### src/rtl/wb_regfile.sv
`default_nettype none
// ============================================================================
// wb_regfile : write-back select, integer register file with write-through
//              bypass, retired-write counter and last-write trace.
// Revision   : 1.0
// ============================================================================
module wb_regfile #(
  parameter int DATA_W = 32,
  parameter int ADDR_W = 5,
  parameter int CNT_W  = 32
) (
  input  logic              clk,
  input  logic              rst_n,
  input  logic [DATA_W-1:0] i_ddata,
  input  logic [DATA_W-1:0] i_aluo,
  input  logic [DATA_W-1:0] i_imm,
  input  logic [ADDR_W-1:0] i_rd,
  input  logic              i_mem_t_reg,
  input  logic              i_reg_w,
  input  logic              i_rd_in,
  input  logic [ADDR_W-1:0] i_rs1,
  input  logic [ADDR_W-1:0] i_rs2,
  output logic [DATA_W-1:0] o_rs1_data,
  output logic [DATA_W-1:0] o_rs2_data,
  output logic [DATA_W-1:0] o_wb_data,
  output logic              o_wb_en,
  output logic [CNT_W-1:0]  o_retire_cnt,
  output logic [ADDR_W-1:0] o_last_rd,
  output logic [DATA_W-1:0] o_last_data
);

  localparam int NREG = 2**ADDR_W;

  logic [DATA_W-1:0] w_wb_data;
  logic              w_wb_en;
  logic [DATA_W-1:0] regs_q [NREG];
  logic [CNT_W-1:0]  cnt_q, cnt_d;
  logic [ADDR_W-1:0] last_rd_q, last_rd_d;
  logic [DATA_W-1:0] last_data_q, last_data_d;

  // Immediate has priority over load data; anything else falls back to ALU.
  always_comb begin
    w_wb_data = i_aluo;
    if (i_rd_in == 1'b1)
      w_wb_data = i_imm;
    else if (i_mem_t_reg == 1'b1)
      w_wb_data = i_ddata;
  end

  assign w_wb_en = (i_reg_w == 1'b1) && (i_rd != '0);

  function automatic logic [DATA_W-1:0] read_port(input logic [ADDR_W-1:0] idx);
    logic [DATA_W-1:0] val;
    val = regs_q[idx];
    if (idx == '0)
      val = '0;
    else if (w_wb_en && (idx == i_rd))
      val = w_wb_data;
    return val;
  endfunction

  assign o_rs1_data = read_port(i_rs1);
  assign o_rs2_data = read_port(i_rs2);

  // Entry 0 is reset but never written, since w_wb_en excludes rd == 0.
  always_ff @(posedge clk or negedge rst_n) begin
    if (!rst_n) begin
      for (int i = 0; i < NREG; i++)
        regs_q[i] <= '0;
    end else if (w_wb_en) begin
      regs_q[i_rd] <= w_wb_data;
    end
  end

  always_comb begin
    cnt_d       = cnt_q;
    last_rd_d   = last_rd_q;
    last_data_d = last_data_q;
    if (w_wb_en) begin
      cnt_d       = cnt_q + CNT_W'(1);
      last_rd_d   = i_rd;
      last_data_d = w_wb_data;
    end
  end

  always_ff @(posedge clk or negedge rst_n) begin
    if (!rst_n) begin
      cnt_q       <= '0;
      last_rd_q   <= '0;
      last_data_q <= '0;
    end else begin
      cnt_q       <= cnt_d;
      last_rd_q   <= last_rd_d;
      last_data_q <= last_data_d;
    end
  end

  assign o_wb_data    = w_wb_data;
  assign o_wb_en      = w_wb_en;
  assign o_retire_cnt = cnt_q;
  assign o_last_rd    = last_rd_q;
  assign o_last_data  = last_data_q;

endmodule
`default_nettype wire

### config.mk
export PLATFORM = sky130hd
export DESIGN_NAME = wb_regfile
export DESIGN_NICKNAME = d
export VERILOG_FILES = /design/src/rtl/wb_regfile.sv
export SDC_FILE = /design/constraint.sdc
export NUM_CORES = 2
export LEC_CHECK = 0
export CAP_MARGIN = 20
export CORE_ASPECT_RATIO = 0.7
export CORE_MARGIN = 8
export CORE_UTILIZATION = 45
export CTS_CLUSTER_SIZE = 12
export DETAILED_ROUTE_END_ITERATION = 8
export PLACE_DENSITY = 0.65
export SLEW_MARGIN = 0
export SYNTH_ARGS = -nofsm -noshare
export SYNTH_HDL_FRONTEND = slang
export SYNTH_SLANG_ARGS = --single-unit
### constraint.sdc
create_clock -name clk -period 2.3 [get_ports clk]
set_input_delay 0.345 -clock clk [delete_from_list [all_inputs] [get_ports clk]]
set_output_delay 0.345 -clock clk [all_outputs]
set_load 0.05 [all_outputs]
==> flow_metrics.py <==
metrics = {
    "placed_design": {
        "place_ws_ps": -1170,
        "hpwlAfterDp_um": 164000,
        "dp.cells": 7541,
        "portBuffers": 281,
        "place_congestion": 0.990,
    },
    "synth": {
        "synth_seq_cells": 1093,
        "dominantRegCellSynth": "dfrtp_1",
        "synth_area_leader_cell": "dfrtp_1",
        "syn-num-nets": 5436,
        "synth_top_area_share": 0.479,
        "synth.most_common_cell": "nand2_1",
        "synth_edf_count": 0,
        "synthesis.area_mm2": 0.0571,
        "netlist_top_cells_count": "nand2_1, dfrtp_1, o21ai_0",
        "yosys-top-cells-area": "dfrtp_1, mux4_2, o21ai_0, nand2_1, mux2i_1",
        "ys_async_sr_fraction": 1.00,
        "synth.avg_cell_area_um2": 10.7,
        "syn_inst": 5319,
        "yosysSeqAreaShare": 0.479,
        "yosysWarningCount": 0,
        "synth_cell_types": 72,
    },
    "global_routing": {
        "grt_pass1_wl_um": 341000,
        "grt_pass1_vias": 48900,
        "grt-ovfl-total": 0,
        "grt_start_max_net_pins": 112,
        "antenna_found_initial": 13,
        "grt_use_total": 0.329,
    },
    "sta": {
        "finalSetupViolCount": 64,
        "relSlewSlack": 0.418,
        "skew_ps": 4.98,
        "period_minus_slack_ps": 3450,
        "final_hold_viol_count": 0,
        "hold_slack_ps": 9.77,
        "rsz0062_at_grt": "yes",
        "period_share": 1.50,
        "maxSlewViolCount": 0,
        "setup_ws_ps": -1150,
        "fmax_mhz": 290,
        "tightest_slew_ps": 869,
    },
    "cts": {
        "cts_sinks": 1093,
        "root_buffer": "clkbuf_16",
        "clock_latency_ps": 740,
        "cts_tree": "done",
        "clockBufferDepth": 3,
        "numCtsBuffers": 113,
        "cts.reportedPaths.clkPinSlew_ps": 60,
        "htreeDepth": 3,
    },
    "power_and_ir_drop": {
        "vdd_drop_max_v": 0.000715,
        "leakage_nw": 34.0,
        "powerDensity_mw_per_mm2": 808,
        "power.total_w": 0.0614,
    },
    "drt": {
        "routed_via_density": 6.37,
        "first_pass_iters": 6,
        "drt_iter0_drc": 7186,
        "antenna_left": 0,
        "drc": 0,
        "finalWirelength_um": 234000,
        "vias": 49900,
        "wl_per_cell_um": 29.9,
    },
    "final_layout": {
        "fill_cells": 9981,
        "final_core_util": 0.602,
        "final_cells": 7837,
        "layout-drive-gt1-share": 0.330,
        "final_nets": 6206,
        "syn_to_final_growth_pct": 33.0,
    },
    "worst_hold_path": {
        "hold_class": "in2reg",
    },
    "floorplan": {
        "die_width_um": 442,
        "die-area_mm2": 0.139,
        "die_y_um": 314,
        "io_pins": 282,
        "rows": 109,
        "initial_core_util": 0.453,
        "core_area_mm2": 0.126,
    },
    "setup_path": {
        "cp_max_fo": 2,
        "slowest_delay_ps": 710,
        "crit_chain": "mux4_2 -> mux2_4 -> o211ai_1 -> o221ai_2 -> buf_12",
        "worstSetupPathType": "reg2out",
        "crit_path_start_kind": "register",
        "cp-end-kind": "output port",
        "slowest_stage": "o211ai_1",
        "cp.required_ps": 1960,
        "crit_arrival_ps": 3110,
        "cp.buffers_inverters": 1,
        "path_delay_family": "compound AO/OA/AOI/OAI gates",
    },
    "outcome": {
        "violations": "setup timing",
        "status": "complete, but fails checks",
    },
    "job": {
        "maxCapViolCount": 0,
    },
}
-- worst min-delay path, cell delays in order --
cell            delay, ps
dlymetal6s2s_1        110
buf_4                 160
nand2_1                60
nand2_1                50
-- final timing paths --
check | from | slack, ps | to | depth (start not counted)
worst max-delay path | regs_q[787]$_DFFE_PN0P_ | -1150 | o_rs1_data[19] | 5
worst min-delay path | i_reg_w | 10 | o_last_rd[4]$_DFFE_PN0P_ | 4
worst max register to register | o_retire_cnt[0]$_DFFE_PN0P_ | 380 | o_retire_cnt[30]$_DFFE_PN0P_ | 8
worst min register to register | regs_q[1013]$_DFFE_PN0P_ | 390 | regs_q[1013]$_DFFE_PN0P_ | 0
max in group asynchronous | rst_n | 1110 | regs_q[201]$_DFFE_PN0P_ | 4
min in group asynchronous | rst_n | 400 | regs_q[336]$_DFFE_PN0P_ | 3
-- state kept, by name (all words and copies together), names as in the netlist --
| register | cells |
|---|---|
| regs_q | 1024 |
| o_retire_cnt | 32 |
| o_last_data | 32 |
| o_last_rd | 5 |
-- through the flow --
stage	area (um^2)	setup TNS, ps
floorplan	58400	-4690
global placement	69700	-65490
detailed placement	69700	-69920
CTS	75200	-42540
global route	76000	-45100
finish	76000	-43100
-- area by class of cell --
| type | instances | area [um^2] | area share |
|---|---|---|---|
| inverter | 39 | 151 | 0.00199 |
| antenna | 4 | 10.0 | 0.000132 |
| timing repair buffer | 1210 | 13100 | 0.172 |
| sequential | 1093 | 27400 | 0.360 |
| multi-input combinational | 3632 | 29700 | 0.391 |
| tap | 1665 | 2080 | 0.0274 |
| clock inverter | 31 | 375 | 0.00494 |
| clock buffer | 163 | 3230 | 0.0424 |
-- power by group --
part	switching, W	internal [W]	total [W]	leakage [nW]
logic	0.00923	0.00835	0.0176	17.9
clock network	0.00816	0.0103	0.0184	1.77
registers	0.00279	0.0226	0.0254	14.3
-- routing by layer --
metal / global-route usage / share of wire / routed length [um]
met4: 0.140 / 0.051 / 12100
met2: 0.448 / 0.40 / 93600
met1: 0.463 / 0.40 / 94100
met5: 0 / 0.000060 / 14
met3: 0.131 / 0.15 / 34500
-- kinds of logic (layout without fill, tap and decap cells) --
logic type | count (synthesis) | count (layout) | share of synthesized area
AO/OA/AOI/OAI | 1504 | 1505 | 0.152
AND/OR/NAND/NOR | 1353 | 1354 | 0.0957
flip-flops | 1093 | 1093 | 0.479
multiplexers | 732 | 732 | 0.218
buffers and inverters | 596 | 1443 | 0.0493
XOR/XNOR | 40 | 40 | 0.00613
adder cells (fa/ha/maj) | 1 | 1 | 0.000219
other | 0 | 4 | 0
-- placed cells by master (no fill, tap or decap), drive strengths merged, types with 13 or more instances in the layout --
cell type	synthesis	layout
nand2	1139	1139
dfrtp	1093	1093
o21ai	1050	1050
buf	144	1035
mux4	399	399
mux2i	286	286
clkbuf	413	166
clkdlybuf4s50	0	103
a21oi	100	100
a221oi	77	77
nor2	67	67
a22oi	66	66
dlygate4sd2	0	56
mux2	47	47
inv	39	44
a22o	31	31
xnor2	31	31
o22ai	29	29
nand3	28	28
o211ai	27	27
o221ai	27	27
nand2b	22	22
clkinv	0	19
a31oi	16	16
and3	15	15
nor3	15	15
or2	13	13
o31ai	13	13
-- what timing repair did --
item,in CTS,in global routing
setup buffers,74,39
endpoints found under the hold margin,685,0
resized for setup,395,120
gates cloned,5,0
hold buffers,2,0
pin swaps,162,89
setup endpoints to repair,120,80
Power figures use the tool's default switching activity.
